**config.mk**
```make
export PLATFORM = sky130hd
export DESIGN_NAME = cmd_engine
export DESIGN_NICKNAME = d
export VERILOG_FILES = /design/src/rtl/cmd_pkg.sv /design/src/rtl/pulse_gen.sv /design/src/rtl/cmd_engine.sv
export SDC_FILE = /design/constraint.sdc
export NUM_CORES = 1
export LEC_CHECK = 0
export BUFFER_PORTS_ARGS = -buffer_cell sky130_fd_sc_hd__buf_2
export CORE_ASPECT_RATIO = 1.5
export CORE_MARGIN = 4
export CORE_UTILIZATION = 40
export DETAILED_ROUTE_END_ITERATION = 10
export RECOVER_POWER = 100
export SETUP_SLACK_MARGIN = 0.4
export SKIP_LAST_GASP = 1
export SLEW_MARGIN = 10
export SYNTH_ARGS = -nofsm -noshare
export SYNTH_HDL_FRONTEND = slang
export SYNTH_SLANG_ARGS = --single-unit
```
**constraint.sdc**
```tcl
create_clock -name clk -period 2.7 [get_ports clk]
set_clock_uncertainty 0.15 [all_clocks]
set_input_delay 0.405 -clock clk [delete_from_list [all_inputs] [get_ports clk]]
set_output_delay 0.405 -clock clk [all_outputs]
set_load 0.01 [all_outputs]
```
**src/rtl/cmd_pkg.sv**
```systemverilog
// Shared command-engine constants: command bytes, response codes, FSM states.
package cmd_pkg;

  typedef enum logic [2:0] {
    IDLE,
    ARG,
    SEND,
    PULSE_HI,
    PULSE_LO,
    RUN,
    RSTP
  } state_e;

  typedef enum logic [1:0] {
    PS_CLK,
    PS_ICLK,
    PS_RST
  } psel_e;

  localparam logic [7:0] CMD_ADDR  = "A";
  localparam logic [7:0] CMD_DATA  = "B";
  localparam logic [7:0] CMD_MASK  = "M";
  localparam logic [7:0] CMD_OUT   = "O";
  localparam logic [7:0] CMD_FLOAT = "f";
  localparam logic [7:0] CMD_RDA   = "a";
  localparam logic [7:0] CMD_RDD   = "b";
  localparam logic [7:0] CMD_RDF   = "s";
  localparam logic [7:0] CMD_ID    = "I";
  localparam logic [7:0] CMD_NOP   = "N";
  localparam logic [7:0] CMD_NOP2  = 8'hFF;
  localparam logic [7:0] CMD_CLK   = "c";
  localparam logic [7:0] CMD_ICLK  = "C";
  localparam logic [7:0] CMD_TCYC  = "T";
  localparam logic [7:0] CMD_RST   = "Z";
  localparam logic [7:0] CMD_RUN   = "R";

  localparam logic [7:0] RSP_BRK   = "K";
  localparam logic [7:0] RSP_HLT   = "H";
  localparam logic [7:0] RSP_ABORT = "X";
  localparam logic [7:0] RSP_UNK   = "?";
  localparam logic [7:0] RSP_ID0   = "V";
  localparam logic [7:0] RSP_ID1   = "M";

  function automatic int nbytes(input int w);
    return (w + 7) / 8;
  endfunction

  function automatic int maxi(input int a, input int b);
    return (a > b) ? a : b;
  endfunction

endpackage

```
**src/rtl/pulse_gen.sv**
```systemverilog
// One-shot CPU pulse: PW cycles high then PW low; reset pulses skip the low phase.
module pulse_gen
  import cmd_pkg::*;
#(
  parameter int PW = 2
) (
  input  logic  clk,
  input  logic  rst,
  input  logic  start,
  input  psel_e sel,
  output logic  busy,
  output logic  clk_p,
  output logic  iclk_p,
  output logic  rst_p
);

  localparam int CNTW = (PW > 1) ? $clog2(PW) : 1;

  logic [CNTW-1:0] cnt_q;
  logic            busy_q;
  logic            hi_q;
  psel_e           sel_q;

  always_ff @(posedge clk or negedge rst) begin
    if (!rst) begin
      cnt_q  <= '0;
      busy_q <= 1'b0;
      hi_q   <= 1'b0;
      sel_q  <= PS_CLK;
    end else if (!busy_q) begin
      if (start) begin
        busy_q <= 1'b1;
        hi_q   <= 1'b1;
        cnt_q  <= CNTW'(PW - 1);
        sel_q  <= sel;
      end
    end else if (cnt_q != '0) begin
      cnt_q <= cnt_q - 1'b1;
    end else if (hi_q && sel_q != PS_RST) begin
      hi_q  <= 1'b0;
      cnt_q <= CNTW'(PW - 1);
    end else begin
      busy_q <= 1'b0;
      hi_q   <= 1'b0;
    end
  end

  assign busy   = busy_q;
  assign clk_p  = busy_q && hi_q && sel_q == PS_CLK;
  assign iclk_p = busy_q && hi_q && sel_q == PS_ICLK;
  assign rst_p  = busy_q && hi_q && sel_q == PS_RST;

endmodule

```
**src/rtl/cmd_engine.sv**
```systemverilog
// Byte-stream debug engine: forces CPU buses, pulses CPU clocks, runs to break.
module cmd_engine
  import cmd_pkg::*;
#(
  parameter int AW = 16,
  parameter int DW = 8,
  parameter int CW = 32,
  parameter int FW = 4,
  parameter int PW = 2,
  parameter logic [CW-1:0] CW_DEFAULT = '1
) (
  input  logic          clk,
  input  logic          rst,
  input  logic [7:0]    rx_data,
  input  logic          rx_valid,
  output logic          rx_ready,
  output logic [7:0]    tx_data,
  output logic          tx_valid,
  input  logic          tx_ready,
  input  logic [AW-1:0] addr_in,
  input  logic [DW-1:0] data_in,
  input  logic [FW-1:0] flags_in,
  input  logic          brk,
  input  logic          hlt,
  output logic [AW-1:0] addr_out,
  output logic          addr_oe,
  output logic [DW-1:0] data_out,
  output logic          data_oe,
  output logic [CW-1:0] ctrl_word,
  output logic          ctrl_en,
  output logic          cpu_clk,
  output logic          cpu_iclk,
  output logic          cpu_rst
);

  localparam int AB  = nbytes(AW);
  localparam int DB  = nbytes(DW);
  localparam int CB  = nbytes(CW);
  localparam int FB  = nbytes(FW);
  localparam int AGB = maxi(maxi(AB, DB), CB);
  localparam int RB  = maxi(maxi(AB, DB), maxi(FB, 3));
  localparam int AGW = AGB * 8;
  localparam int RBW = RB * 8;
  localparam int IW  = $clog2(AGB + 1);
  localparam int RNW = $clog2(RB + 1);

  state_e          state_q;
  logic [7:0]      op_q;
  logic [IW-1:0]   idx_q;
  logic [IW-1:0]   arg_n;
  logic [AGW-1:0]  arg_q;
  logic [AGW-1:0]  arg_nx;
  logic [RBW-1:0]  resp_q;
  logic [RBW-1:0]  rr;
  logic [RNW-1:0]  rn_q;
  logic [RNW-1:0]  rn;
  logic [AW-1:0]   addr_q;
  logic [DW-1:0]   data_q;
  logic [CW-1:0]   cw_q;
  logic            aoe_q, doe_q, cen_q;
  logic [7:0]      txd_q;
  logic            txv_q;
  logic            live_q;
  logic            start_q;
  logic            second_q;
  psel_e           psel_q;
  logic            pg_busy, pg_clk, pg_iclk, pg_rst;
  logic            accept, arg_last;

  pulse_gen #(.PW(PW)) u_pulse (
    .clk    (clk),
    .rst    (rst),
    .start  (start_q),
    .sel    (psel_q),
    .busy   (pg_busy),
    .clk_p  (pg_clk),
    .iclk_p (pg_iclk),
    .rst_p  (pg_rst)
  );

  assign rx_ready = live_q &&
    (state_q == IDLE || state_q == ARG || state_q == RUN);
  assign accept   = rx_valid && rx_ready;
  assign arg_n    = (op_q == CMD_ADDR) ? IW'(AB) :
                    (op_q == CMD_DATA) ? IW'(DB) : IW'(CB);
  assign arg_last = (idx_q == arg_n - 1'b1);

  always_comb begin
    arg_nx = arg_q;
    arg_nx[{idx_q, 3'b000} +: 8] = rx_data;
  end

  // Built back to front so the first byte to send lands in the low byte.
  always_comb begin
    rr = '0;
    rn = '0;
    if (rx_valid) begin
      rr = {rr[RBW-9:0], RSP_ABORT};
      rn = rn + 1'b1;
    end
    if (!hlt) begin
      rr = {rr[RBW-9:0], RSP_HLT};
      rn = rn + 1'b1;
    end
    if (brk) begin
      rr = {rr[RBW-9:0], RSP_BRK};
      rn = rn + 1'b1;
    end
  end

  always_ff @(posedge clk or negedge rst) begin
    if (!rst) begin
      state_q  <= IDLE;
      op_q     <= '0;
      idx_q    <= '0;
      arg_q    <= '0;
      resp_q   <= '0;
      rn_q     <= '0;
      addr_q   <= '0;
      data_q   <= '0;
      cw_q     <= CW_DEFAULT;
      aoe_q    <= 1'b0;
      doe_q    <= 1'b0;
      cen_q    <= 1'b1;
      txd_q    <= '0;
      txv_q    <= 1'b0;
      live_q   <= 1'b0;
      start_q  <= 1'b0;
      second_q <= 1'b0;
      psel_q   <= PS_CLK;
    end else begin
      live_q  <= 1'b1;
      start_q <= 1'b0;
      unique case (state_q)
        IDLE: if (accept) begin
          op_q     <= rx_data;
          idx_q    <= '0;
          second_q <= 1'b0;
          unique case (rx_data)
            CMD_ADDR, CMD_DATA, CMD_MASK: state_q <= ARG;
            CMD_OUT: begin
              aoe_q   <= 1'b0;
              doe_q   <= 1'b0;
              state_q <= ARG;
            end
            CMD_FLOAT: begin
              aoe_q <= 1'b0;
              doe_q <= 1'b0;
            end
            CMD_RDA: begin
              resp_q  <= RBW'(addr_in);
              rn_q    <= RNW'(AB);
              state_q <= SEND;
            end
            CMD_RDD: begin
              resp_q  <= RBW'(data_in);
              rn_q    <= RNW'(DB);
              state_q <= SEND;
            end
            CMD_RDF: begin
              resp_q  <= RBW'(flags_in);
              rn_q    <= RNW'(FB);
              state_q <= SEND;
            end
            CMD_ID: begin
              resp_q  <= RBW'({RSP_ID1, RSP_ID0});
              rn_q    <= RNW'(2);
              state_q <= SEND;
            end
            CMD_CLK, CMD_TCYC: begin
              start_q <= 1'b1;
              psel_q  <= PS_CLK;
              state_q <= PULSE_HI;
            end
            CMD_ICLK: begin
              start_q <= 1'b1;
              psel_q  <= PS_ICLK;
              state_q <= PULSE_HI;
            end
            CMD_RST: begin
              start_q <= 1'b1;
              psel_q  <= PS_RST;
              state_q <= RSTP;
            end
            CMD_RUN: begin
              cen_q   <= 1'b0;
              state_q <= RUN;
            end
            CMD_NOP, CMD_NOP2: ;
            default: begin
              resp_q  <= RBW'(RSP_UNK);
              rn_q    <= RNW'(1);
              state_q <= SEND;
            end
          endcase
        end
        ARG: if (accept) begin
          arg_q <= arg_nx;
          idx_q <= idx_q + 1'b1;
          if (arg_last) begin
            state_q <= IDLE;
            unique case (op_q)
              CMD_ADDR: begin
                addr_q <= arg_nx[AW-1:0];
                aoe_q  <= 1'b1;
              end
              CMD_DATA: begin
                data_q <= arg_nx[DW-1:0];
                doe_q  <= 1'b1;
              end
              default: cw_q <= arg_nx[CW-1:0];
            endcase
          end
        end
        SEND: if (!txv_q || tx_ready) begin
          if (rn_q != '0) begin
            txd_q  <= resp_q[7:0];
            txv_q  <= 1'b1;
            resp_q <= {8'h00, resp_q[RBW-1:8]};
            rn_q   <= rn_q - 1'b1;
          end else begin
            txv_q   <= 1'b0;
            state_q <= IDLE;
          end
        end
        PULSE_HI: if (!start_q && !(pg_clk || pg_iclk)) begin
          state_q <= PULSE_LO;
        end
        PULSE_LO: if (!pg_busy) begin
          if ((op_q == CMD_TCYC || op_q == CMD_RUN) && !second_q) begin
            start_q  <= 1'b1;
            psel_q   <= PS_ICLK;
            second_q <= 1'b1;
            state_q  <= PULSE_HI;
          end else if (op_q == CMD_RUN) begin
            state_q <= RUN;
          end else begin
            state_q <= IDLE;
          end
        end
        // Decision point between T-cycles; a byte seen here aborts the run.
        RUN: if (brk || !hlt || rx_valid) begin
          cen_q   <= 1'b1;
          resp_q  <= rr;
          rn_q    <= rn;
          state_q <= SEND;
        end else begin
          start_q  <= 1'b1;
          psel_q   <= PS_CLK;
          second_q <= 1'b0;
          state_q  <= PULSE_HI;
        end
        RSTP: if (!start_q && !pg_busy) begin
          state_q <= IDLE;
        end
        default: state_q <= IDLE;
      endcase
    end
  end

  assign tx_data   = txd_q;
  assign tx_valid  = txv_q;
  assign addr_out  = addr_q;
  assign addr_oe   = aoe_q;
  assign data_out  = data_q;
  assign data_oe   = doe_q;
  assign ctrl_word = cw_q;
  assign ctrl_en   = cen_q;
  assign cpu_clk   = pg_clk;
  assign cpu_iclk  = pg_iclk;
  assign cpu_rst   = ~live_q | pg_rst;

endmodule

```
After elaboration in Yosys (flattened, before gate mapping) --
Index checks and enable logic that the tools add are counted.
Word-level totals: flip-flop bits (word level) 150, latch bits 0, bits in writable memories 0, ROM bits 0, input port bits 42, word-level logic and storage cells 220, memories 0
Operators by class: add/sub/neg operators 7, multipliers 0, div/mod/pow operators 0, order comparisons 0, eq/ne operators 50, shift operators 2, mux-type cells 78, bitwise operators 4, reductions and logical operators 57
Operator list (count):
- 8-bit by 7-bit equality test with 1-bit output (second input constant) | 19
- 24-bit two-way mux | 6
- 24-bit case mux with 5 select lines | 1
- 24-bit case mux with 3 select lines | 1
- 3-bit two-way mux | 14
- 32-bit bitwise mux | 1
- 1-bit two-way mux | 32
- 2-bit inequality test (second input constant) | 16
- 8-bit by 8-bit variable shift with 32-bit output (first input constant) | 1
- 8-bit by 8-bit variable part select with 32-bit output | 1
- 6-bit AND reduction | 4
- 3-bit case mux with 7 select lines | 1
- 2-bit two-way mux | 10
- 2-bit case mux with 3 select lines | 3
- 4-bit AND reduction | 4
- 3-bit case mux with 5 select lines | 1
- 12-bit OR reduction | 1
- 1-bit logical AND | 10
- 2-bit AND reduction | 5
- 3-bit equality test (second input constant) | 3
- 9-bit AND reduction | 1
- 8-bit equality test (second input constant) | 1
- 2-bit by 1-bit inequality test with 1-bit output (second input constant) | 4
- 6-bit negator with 8-bit output | 1
- other kinds (29) | 57

Depth between registers and ports, before layout --
Gate-level depths: netlist of the first run.
word-level depth 8, depth in mapped cells 11

Hierarchy --
A second synthesis of the first run with hierarchy kept.
Second synthesis, totals: cells, all modules 709, area, all modules 7003.0 sq um
Modules (own cells, without submodules):
- cmd_engine | instances 1, cells each 687, area each 6779.0 sq um, seq. area each 3494.6 sq um
- pulse_gen | instances 1, cells each 22, area each 224.0 sq um, seq. area each 125.1 sq um

Worst setup path before layout of the first run --
Ideal clock, no wire load.
path kind reg-to-reg, start register idx_q[0], end register arg_q[8], library setup time 0.134 ns, arrival time 2.348 ns, data required time 2.416 ns, slack 0.068 ns, stages on the path, launching flop included 12, path buffers 3, period minus slack after synthesis 2.632 ns, cell sequence dfrtp_1 clkbuf_1 inv_1 ha_1 ha_1 nor2b_1 nand3_1 or3_1 clkbuf_1 clkbuf_1 nand2_1 o21ai_0
On the way: longest elaborated chain between the ends 3
Ends and longest elaborated chain:
- start: declaration | line cmd_engine.sv:49 | logic [IW-1:0] idx_q;
- start signal: assignment | line cmd_engine.sv:199 | idx_q <= idx_q + 1'b1;
- 6-bit negator with 8-bit output * | line cmd_engine.sv:90 | arg_nx[{idx_q, 3'b000} +: 8] = rx_data;
- 8-bit by 8-bit variable part select with 32-bit output / 8-bit by 8-bit variable shift with 32-bit output (equally long branches) | line cmd_engine.sv:90
- 32-bit bitwise mux * | line cmd_engine.sv:90
- end signal: assignment | line cmd_engine.sv:198 | arg_q <= arg_nx;
- end: declaration | line cmd_engine.sv:51 | logic [AGW-1:0] arg_q;
Mark *: on every way between the ends. The rest lies on a longest branch, timed or not. A chain may end at the register's enable or synchronous reset.

Worst setup path in the final report of the first run --
start register state_q[1], end register psel_q[1]
On the way: longest elaborated chain between the ends 7
Ends and longest elaborated chain:
- start: declaration | line cmd_engine.sv:47 | state_e state_q;
- start signal: assignment | line cmd_engine.sv:113 | state_q <= IDLE;
- start signal: assignment | line cmd_engine.sv:140 | CMD_ADDR, CMD_DATA, CMD_MASK: state_q <= ARG;
- start signal: assignment | line cmd_engine.sv:144 | state_q <= ARG;
- 3-bit by 1-bit equality test with 1-bit output / 3-bit zero test (equally long branches) | line cmd_engine.sv:82, cmd_engine.sv:134
- 1-bit logical OR (2 in a row) | line cmd_engine.sv:82 | (state_q == IDLE || state_q == ARG || state_q == RUN);
- 1-bit logical AND | line cmd_engine.sv:81 | assign rx_ready = live_q &&
- 1-bit logical AND | line cmd_engine.sv:83 | assign accept = rx_valid && rx_ready;
- 2-bit inequality test (no source line)
- 6-bit AND reduction (no source line)
- end signal: assignment | line cmd_engine.sv:130 | psel_q <= PS_CLK;
- end signal: assignment | line cmd_engine.sv:172 | psel_q <= PS_CLK;
- end signal: assignment | line cmd_engine.sv:177 | psel_q <= PS_ICLK;
- end: declaration | line cmd_engine.sv:66 | psel_e psel_q;
Several ways; a longest one is shown, not always the timed one.

==> results.rst, run 1 <==
.. list-table::
   :header-rows: 1

   * - Metric
     - Value
   * - Status
     - finished clean
   * - Power density of the placed cells
     - 753.9 mW/mm2
   * - Top Usage Layer GRT
     - met2
   * - Initial Util
     - 0.4069
   * - TritonCTS clock tree
     - yes
   * - All-Layer GR Usage
     - 0.1897
   * - Insertion delay of the later-clocked pin in the worst-skew pair
     - 430 ps
   * - Antenna Diode Count
     - 0
   * - Total die area
     - 0.01980 mm2
   * - Post-synthesis instance area
     - 0.007028 mm2
   * - Power consumption
     - 0.006371 W
   * - Number of global-route vias before repair
     - 5,671
   * - Register bit total from synthesis
     - 143
   * - Via count
     - 5,667
   * - Synthesized instance count
     - 720
   * - Antenna-violating nets left
     - 0
   * - Via density
     - 5.321
   * - Post-synth EDFFs
     - 0
   * - CTS H-Tree Depth
     - 4
   * - Final cell utilization of the core
     - 0.4892
   * - Asr flop ratio synth
     - 1.000
   * - Critical path endpoint category
     - register
   * - Die span in x
     - 116.2 um
   * - Global routing usage on met2
     - 0.3169
   * - Met3 Track Usage GR
     - 0.03664
   * - TritonCTS sink count
     - 143
   * - Worst hold-check slack
     - 68.79 ps
   * - Cell chain of the critical path
     - nand3b_1 > or3_1 > clkbuf_1 > o211ai_2 > mux2_2
   * - Number of input and output port buffers inserted
     - 113
   * - Commonest cells after routing, fill and taps aside
     - sky130_fd_sc_hd__nand2_1, sky130_fd_sc_hd__dfrtp_1, sky130_fd_sc_hd__o21ai_0, sky130_fd_sc_hd__clkbuf_1, sky130_fd_sc_hd__nor2_1
   * - Count of synthesis-stage warnings from yosys
     - 0
   * - Detailed-routing iteration count for the pre-antenna-repair pass
     - 5
   * - Synthesized Nets
     - 769
   * - Hold Startpoint
     - addr_in[13]
   * - Slowest stage cell, crit path
     - sky130_fd_sc_hd__dfrtp_1
   * - Post-detailed-route wirelength per cell
     - 17.05 um
   * - WL final
     - 18,150 um
   * - Worst Setup Start Kind
     - register
   * - Average cell area after synthesis
     - 9.761 um2
   * - I/O pins
     - 114
   * - Die Height
     - 170.3 um
   * - Setup WS post-layout
     - 332.1 ps
   * - Area of the core
     - 0.01727 mm2
   * - Worst IR drop on VDD
     - 0.4396 mV
   * - Inserted Clock Buffers
     - 17
   * - Cells on Worst Hold Path
     - 3
   * - Root buffer cell
     - sky130_fd_sc_hd__clkbuf_16
   * - Share of post-route cells with drive strength above 1
     - 0.2171
   * - Detailed-placement wirelength estimate
     - 13,250 um
   * - Critical R2R Capture
     - psel_q[1]$_DFFE_PN0P_
   * - 1st-iter DRT viols
     - 329
   * - Global placement routability congestion
     - 0.8856
   * - Hold-critical path endpoint
     - resp_q[13]$_DFFE_PN0P_
   * - Final period util
     - 0.8770
   * - Finish-stage setup viols
     - 0
   * - DRC violations left
     - 0
   * - Multiplexer fraction of the synthesized cell area
     - 0.09756
   * - Final Max Tran Viols
     - 0
   * - Setup_tns
     - 0 ps
   * - GR Overflow Total
     - 0
   * - Reg2reg path depth
     - 5
   * - Worst relative slew slack
     - 0.3065
   * - Most used flip-flop cell after synthesis
     - sky130_fd_sc_hd__dfrtp_1
   * - Met1 capacity usage during global routing
     - 0.2357
   * - Critical Path RT
     - 2860 ps
   * - Post-synthesis sequential area ratio
     - 0.5150
   * - Post-synthesis share of cell area spent on and, or, nand and nor gates
     - 0.1786
   * - Pin count of the biggest net entering global routing
     - 63
   * - Main combinational cell family by area after synthesis
     - simple AND/OR/NAND/NOR gates
   * - Leakage
     - 3.554 nW
   * - Worst min-delay path category
     - in -> reg
   * - Compound-cell area share of the yosys netlist
     - 0.1545
   * - Final worst path period need
     - 2368 ps
   * - Clk buf depth
     - 2
   * - Worst Setup SP
     - state_q[1]$_DFFE_PN0P_
   * - Buffers plus inverters on the worst setup path
     - 1
   * - Launch instance of the worst register-to-register path
     - state_q[1]$_DFFE_PN0P_
   * - Worst-Margin Slew
     - 1040 ps
   * - Nets
     - 888
   * - Stage delay of the slowest cell on the critical path
     - 470 ps
   * - Gate family responsible for the most delay along the worst path
     - simple AND/OR/NAND/NOR gates
   * - Post-placement setup slack
     - 89.08 ps
   * - Placement Rows
     - 59
   * - RSZ-0062 raised after global routing
     - no
   * - Clock-pin transition on the worst setup and hold timing paths
     - 70 ps
   * - Commonest non-fill, non-tap cell in the layout
     - sky130_fd_sc_hd__nand2_1
   * - Type of the worst setup path
     - reg -> reg
   * - P&R area growth vs syn
     - 20.24%
   * - Antenna violations before repair
     - 0
   * - Xor/xnor cell area share of the yosys netlist
     - 0.004985
   * - Maximum fanout encountered on the critical timing path
     - 10
   * - First-pass GRT wire length
     - 29,350 um
   * - Fraction of the mapped netlist area in adder cells
     - 0.01246
   * - Fin. Hold Viols
     - 0
   * - Number of max-cap violations
     - 0
   * - Peak clock frequency supported by timing
     - 422.3 MHz
   * - Number of distinct library cells after synthesis
     - 69
   * - Critical Path AT
     - 2530 ps
   * - Flop2flop setup slack
     - 330 ps
through the flow:
step / std cells / area [um2]
after CTS: 1065 / 8592
after detailed placement: 1030 / 7983
final: 1065 / 8451
after global routing: 1065 / 8451
after floorplan: 720 / 7089
after global placement: 1030 / 7983
sequential cells by signal (all words and copies together), names as in the netlist, 3 cells and up:
register   flops
arg_q         32
idx_q          3
tx_data        8
op_q           8
data_out       8
addr_out      16
ctrl_word     32
state_q        3
resp_q        17
cell usage after synthesis (3+ instances only):
master,number,share of area
sky130_fd_sc_hd__nand2_1,111,0.059
sky130_fd_sc_hd__dfrtp_1,110,0.39
sky130_fd_sc_hd__o21ai_0,98,0.070
sky130_fd_sc_hd__nor2_1,51,0.027
sky130_fd_sc_hd__a21oi_1,41,0.029
sky130_fd_sc_hd__mux2_2,36,0.058
sky130_fd_sc_hd__dfstp_2,33,0.12
sky130_fd_sc_hd__clkbuf_1,30,0.016
sky130_fd_sc_hd__mux2i_1,22,0.031
sky130_fd_sc_hd__inv_1,19,0.010
sky130_fd_sc_hd__nand3_1,13,0.0093
sky130_fd_sc_hd__nor2b_1,13,0.012
sky130_fd_sc_hd__nand2b_1,9,0.0080
sky130_fd_sc_hd__nor3_1,9,0.0064
sky130_fd_sc_hd__buf_2,8,0.0057
sky130_fd_sc_hd__ha_1,7,0.012
sky130_fd_sc_hd__or3_1,7,0.0062
sky130_fd_sc_hd__nand4_1,6,0.0053
sky130_fd_sc_hd__a22oi_1,5,0.0053
sky130_fd_sc_hd__a211oi_1,4,0.0043
sky130_fd_sc_hd__a31oi_1,4,0.0036
sky130_fd_sc_hd__and3_1,4,0.0036
sky130_fd_sc_hd__mux2_4,4,0.0085
sky130_fd_sc_hd__nor3b_1,4,0.0043
sky130_fd_sc_hd__a22o_1,3,0.0037
sky130_fd_sc_hd__and4_1,3,0.0037
sky130_fd_sc_hd__nand3b_1,3,0.0032
sky130_fd_sc_hd__nor3b_2,3,0.0053
sky130_fd_sc_hd__o21ai_1,3,0.0021
sky130_fd_sc_hd__o22ai_1,3,0.0027
logic make-up (layout without fill, tap and decap cells):
logic type | Yosys count | in the layout
xor gates and xnor gates | 4 | 4
DFF | 143 | 143
muxes | 62 | 62
other | 1 | 1
AOI/OAI and AO/OA | 187 | 187
adders and majority gates | 7 | 7
and+or+nand+nor | 255 | 255
buffers and inverters | 61 | 193
routing by layer:
| metal | vias up | part of all wire |
|---|---|---|
| met4 | 0 | 0.026 |
| met1 | 2706 | 0.42 |
| met3 | 32 | 0.048 |
| met5 | - | 0 |
| li1 | 2771 | - |
| met2 | 158 | 0.50 |
layout make-up:
cell class	instances	area [um2]
timing repair buffer	142	718.2
multi-input combinational	516	3199
inverter	19	73.82
clock buffer	19	442.9
tap	213	266.5
fill	1715	8823
sequential	143	3621
clock inverter	13	128.9
what timing repair did:
item / 4_1_cts / 5_1_grt
endpoints found under the setup margin: 33 / 95
hold buffers: 1 / 0
pin swaps: 1 / 0
setup buffers: 2 / 0
hold endpoints to repair: 48 / 0
gates resized for setup: 5 / 13
worst max path at each step:
stage / slack [ps] / depth (start not counted) / to
global placement: 60 / 6 / data_oe$_DFFE_PN0P_
floorplan: 370 / 11 / arg_q[24]$_DFFE_PN0P_
detailed placement: 90 / 6 / data_oe$_DFFE_PN0P_
global route: 220 / 7 / addr_out[4]$_DFFE_PN0P_
CTS: 410 / 6 / state_q[1]$_DFFE_PN0P_
finish: 330 / 5 / psel_q[1]$_DFFE_PN0P_
worst min-delay path: stages:
cell and delay, ps:
sky130_fd_sc_hd__buf_2 100, sky130_fd_sc_hd__nand2_1 50, sky130_fd_sc_hd__mux2i_1 60
where the power goes:
| group | internal (W) | leakage (nW) | switching, W |
|---|---|---|---|
| Sequential | 0.00239 | 1.80 | 0.000203 |
| Clock | 0.00131 | 0.269 | 0.000982 |
| Combinational | 0.000680 | 1.48 | 0.000805 |
Note: power is estimated with default switching activity, not from simulation.
==> run 2, diff against run 1 <==
--- a/config.mk
+++ b/config.mk
@@ -8,8 +8,10 @@
 export BUFFER_PORTS_ARGS = -buffer_cell sky130_fd_sc_hd__buf_2
 export CORE_ASPECT_RATIO = 1.5
 export CORE_MARGIN = 4
-export CORE_UTILIZATION = 40
+export CORE_UTILIZATION = 50
 export DETAILED_ROUTE_END_ITERATION = 10
+export GPL_TIMING_DRIVEN = 0
+export PLACE_DENSITY = 0.75
 export RECOVER_POWER = 100
 export SETUP_SLACK_MARGIN = 0.4
 export SKIP_LAST_GASP = 1
==> run 2 against run 1 <==
- power rose by 8.1%
- core utilization up 17 points
- cell area is 6.9% higher
- critical path depth increased by 7
- critical path type unchanged
==> results.rst, run 2 (synthesis gave the netlist of run 1 again) <==
.. list-table::
   :header-rows: 1

   * - Metric
     - Value
   * - Total die area
     - 0.01606 mm2 (-19%)
   * - Detailed-routing iteration count for the pre-antenna-repair pass
     - 7 (+2)
   * - Area taken by multi-input logic gates
     - 0.003450 mm2 (+7.8%)
   * - Power consumption
     - 0.006884 W (+8.1%)
   * - Nets
     - 934 (+5.2%)
   * - P&R area growth vs syn
     - 28.50%
   * - Number of global-route vias before repair
     - 6,174 (+8.9%)
   * - Commonest non-fill, non-tap cell in the layout
     - sky130_fd_sc_hd__dfrtp_1
   * - Cell chain of the critical path
     - clkbuf_8 > inv_6 > ha_4 > ha_4 > nor2b_1 > nand3b_1 > buf_4 > buf_4 > buf_4 > nor2_1 > a21oi_1 > o21ai_0
   * - Insertion delay of the later-clocked pin in the worst-skew pair
     - 420 ps (about the same)
   * - Antenna violations before repair
     - 0 (unchanged)
   * - Antenna-violating nets left
     - 0 (unchanged)
   * - Placement Rows
     - 52 (-12%)
   * - Final worst path period need
     - 2542 ps (+173.9 ps)
   * - Commonest cells after routing, fill and taps aside
     - sky130_fd_sc_hd__dfrtp_1, sky130_fd_sc_hd__nand2_1, sky130_fd_sc_hd__clkbuf_1, sky130_fd_sc_hd__o21ai_0, sky130_fd_sc_hd__buf_2
   * - 1st-iter DRT viols
     - 273 (-17%)
   * - Setup_tns
     - 0 ps (unchanged)
   * - WL final
     - 20,050 um (+10%)
   * - Worst min-delay path category
     - in -> reg
   * - Worst relative slew slack
     - 0.3662 (+0.05970)
   * - Final cell utilization of the core
     - 0.6610 (+0.1718)
   * - Cell seen most often among critical-path stages
     - sky130_fd_sc_hd__buf_4
   * - Slowest stage cell, crit path
     - sky130_fd_sc_hd__dfrtp_1
   * - Pin count of the biggest net entering global routing
     - 74 (+17%)
   * - Die Height
     - 153.2 um (-10%)
   * - Area of the core
     - 0.01366 mm2 (-21%)
   * - Power density of the placed cells
     - 762.3 mW/mm2 (+1.1%)
   * - Post-placement setup slack
     - -19.80 ps (-108.9 ps)
   * - Maximum fanout encountered on the critical timing path
     - 10 (unchanged)
   * - Final period util
     - 0.9414 (+0.06441)
   * - Area of all sequential standard cells
     - 0.003620 mm2 (about the same)
   * - Stage delay of the slowest cell on the critical path
     - 360 ps (-110 ps)
   * - Via count
     - 6,261 (+10%)
   * - Clock-pin transition on the worst setup and hold timing paths
     - 60 ps (about the same)
   * - Leakage
     - 3.846 nW (+8.2%)
   * - CTS H-Tree Depth
     - 4 (unchanged)
   * - Antenna Diode Count
     - 0 (unchanged)
   * - Detailed-placement wirelength estimate
     - 13,180 um (-0.48%)
   * - RSZ-0062 raised after global routing
     - yes
   * - Type of the worst setup path
     - reg -> reg
   * - Number of max-cap violations
     - 0 (unchanged)
   * - Peak clock frequency supported by timing
     - 393.4 MHz (-6.8%)
   * - Clk buf depth
     - 2 (unchanged)
   * - All-Layer GR Usage
     - 0.2374 (+0.04771)
   * - DRC violations left
     - 0 (unchanged)
   * - Final Max Tran Viols
     - 0 (unchanged)
   * - Finish-stage setup viols
     - 0 (unchanged)
   * - Inserted Clock Buffers
     - 17 (unchanged)
   * - Global placement routability congestion
     - 0.8958 (+1.2%)
   * - Setup WS post-layout
     - 158.2 ps (-173.9 ps)
   * - Post-detailed-route wirelength per cell
     - 18.91 um (+11%)
   * - Critical Path AT
     - 2730 ps (+200 ps)
   * - I/O pins
     - 114 (unchanged)
   * - Critical path endpoint category
     - register
   * - Status
     - finished clean
   * - Number of filler cells placed in the layout
     - 1,090 (-36%)
   * - Root buffer cell
     - sky130_fd_sc_hd__clkbuf_16
   * - GR Overflow Total
     - 0 (unchanged)
   * - Die span in x
     - 104.8 um (-9.8%)
   * - Worst IR drop on VDD
     - 0.4118 mV (-6.3%)
   * - First-pass GRT wire length
     - 30,830 um (+5.0%)
   * - Share of post-route cells with drive strength above 1
     - 0.3029 (+0.08576)
   * - Number of input and output port buffers inserted
     - 111 (-1.8%)
   * - Via density
     - 5.907 (+11%)
   * - Critical Path RT
     - 2890 ps (+30 ps)
   * - Initial Util
     - 0.5144 (+0.1075)
   * - TritonCTS clock tree
     - yes
   * - TritonCTS sink count
     - 143 (unchanged)
   * - Worst Setup Start Kind
     - register
   * - Worst-Margin Slew
     - 950.7 ps (-89.55 ps)
   * - Fin. Hold Viols
     - 0 (unchanged)
-- run 2: changes by cell type in the layout (fill, tap and decap cells not counted), moves of 8 or more --
cell and delta:
sky130_fd_sc_hd__nand2_2 +14, sky130_fd_sc_hd__clkbuf_1 +12, sky130_fd_sc_hd__buf_4 +11, sky130_fd_sc_hd__o21ai_0 -15
sky130_fd_sc_hd__o21ai_1 +8, sky130_fd_sc_hd__buf_2 +9, sky130_fd_sc_hd__nand2_1 -16
-- run 2: final timing paths --
kind / slack (ps) / cells past startpoint / from / end
worst min-delay path: 80 / 3 / addr_in[15] / resp_q[15]$_DFFE_PN0P_
worst max register to register: 160 / 12 / idx_q[0]$_DFFE_PN0P_ / ctrl_word[30]$_DFFE_PN1P_
min in group asynchronous: 420 / 2 / rst / addr_out[11]$_DFFE_PN0P_
worst min register to register: 320 / 2 / ctrl_word[24]$_DFFE_PN1P_ / ctrl_word[24]$_DFFE_PN1P_
worst max-delay path: 160 / 12 / idx_q[0]$_DFFE_PN0P_ / ctrl_word[30]$_DFFE_PN1P_
max in group asynchronous: 520 / 3 / rst / op_q[0]$_DFFE_PN0P_
-- run 2: cell type report --
| class | instances | share of cell area |
|---|---|---|
| flip-flops and latches | 143 | 0.4008 |
| clock buffers | 19 | 0.04904 |
| clock inverters | 13 | 0.02217 |
| repair buffers | 146 | 0.08590 |
| plain buffers | 42 | 0.02923 |
| multi-input cells | 516 | 0.3820 |
| inverters | 19 | 0.008451 |
| well taps | 162 | 0.02244 |
-- run 2: critical path, delay by kind of cell, from the launching register on --
kind            cells  cell delay, ps
compound gates      2             230
flops               1             360
buf+inv             5             700
simple gates        3             610
fa+ha+maj           2             420
-- run 2: metal layers --
layer | up-vias | part of all wire | GRT usage
met5 | - | 0 | 0
met3 | 57 | 0.054 | 0.03966
met2 | 251 | 0.53 | 0.4261
met4 | 0 | 0.037 | 0.1151
met1 | 3080 | 0.38 | 0.2719
li1 | 2873 | - | -
-- run 2: stage by stage --
stage	instance area, um2	instances	hold WS (ps)
4_1_cts	8781	1042	74.50
3_3_place_gp	7848	993	306.5
6_report	9031	1060	78.72
3_5_place_dp	7881	994	315.5
2_1_floorplan	7089	720	-40.59
5_1_grt	9031	1060	99.74
-- run 2: what timing repair did --
action	4_1_cts	5_1_grt
cloned	0	3
resized for setup	37	117
setup buffers	15	15
pin swaps	7	13
hold endpoints to repair	56	0
setup endpoints to repair	114	119
hold buffers	1	0
-- run 2: power by group --
group | total [W] | switching [W] | internal, W
Combinational | 0.00169 | 0.000939 | 0.000753
Sequential | 0.00260 | 0.000207 | 0.00239
Clock | 0.00259 | 0.000995 | 0.00160
Total | 0.00688 | 0.00214 | 0.00474
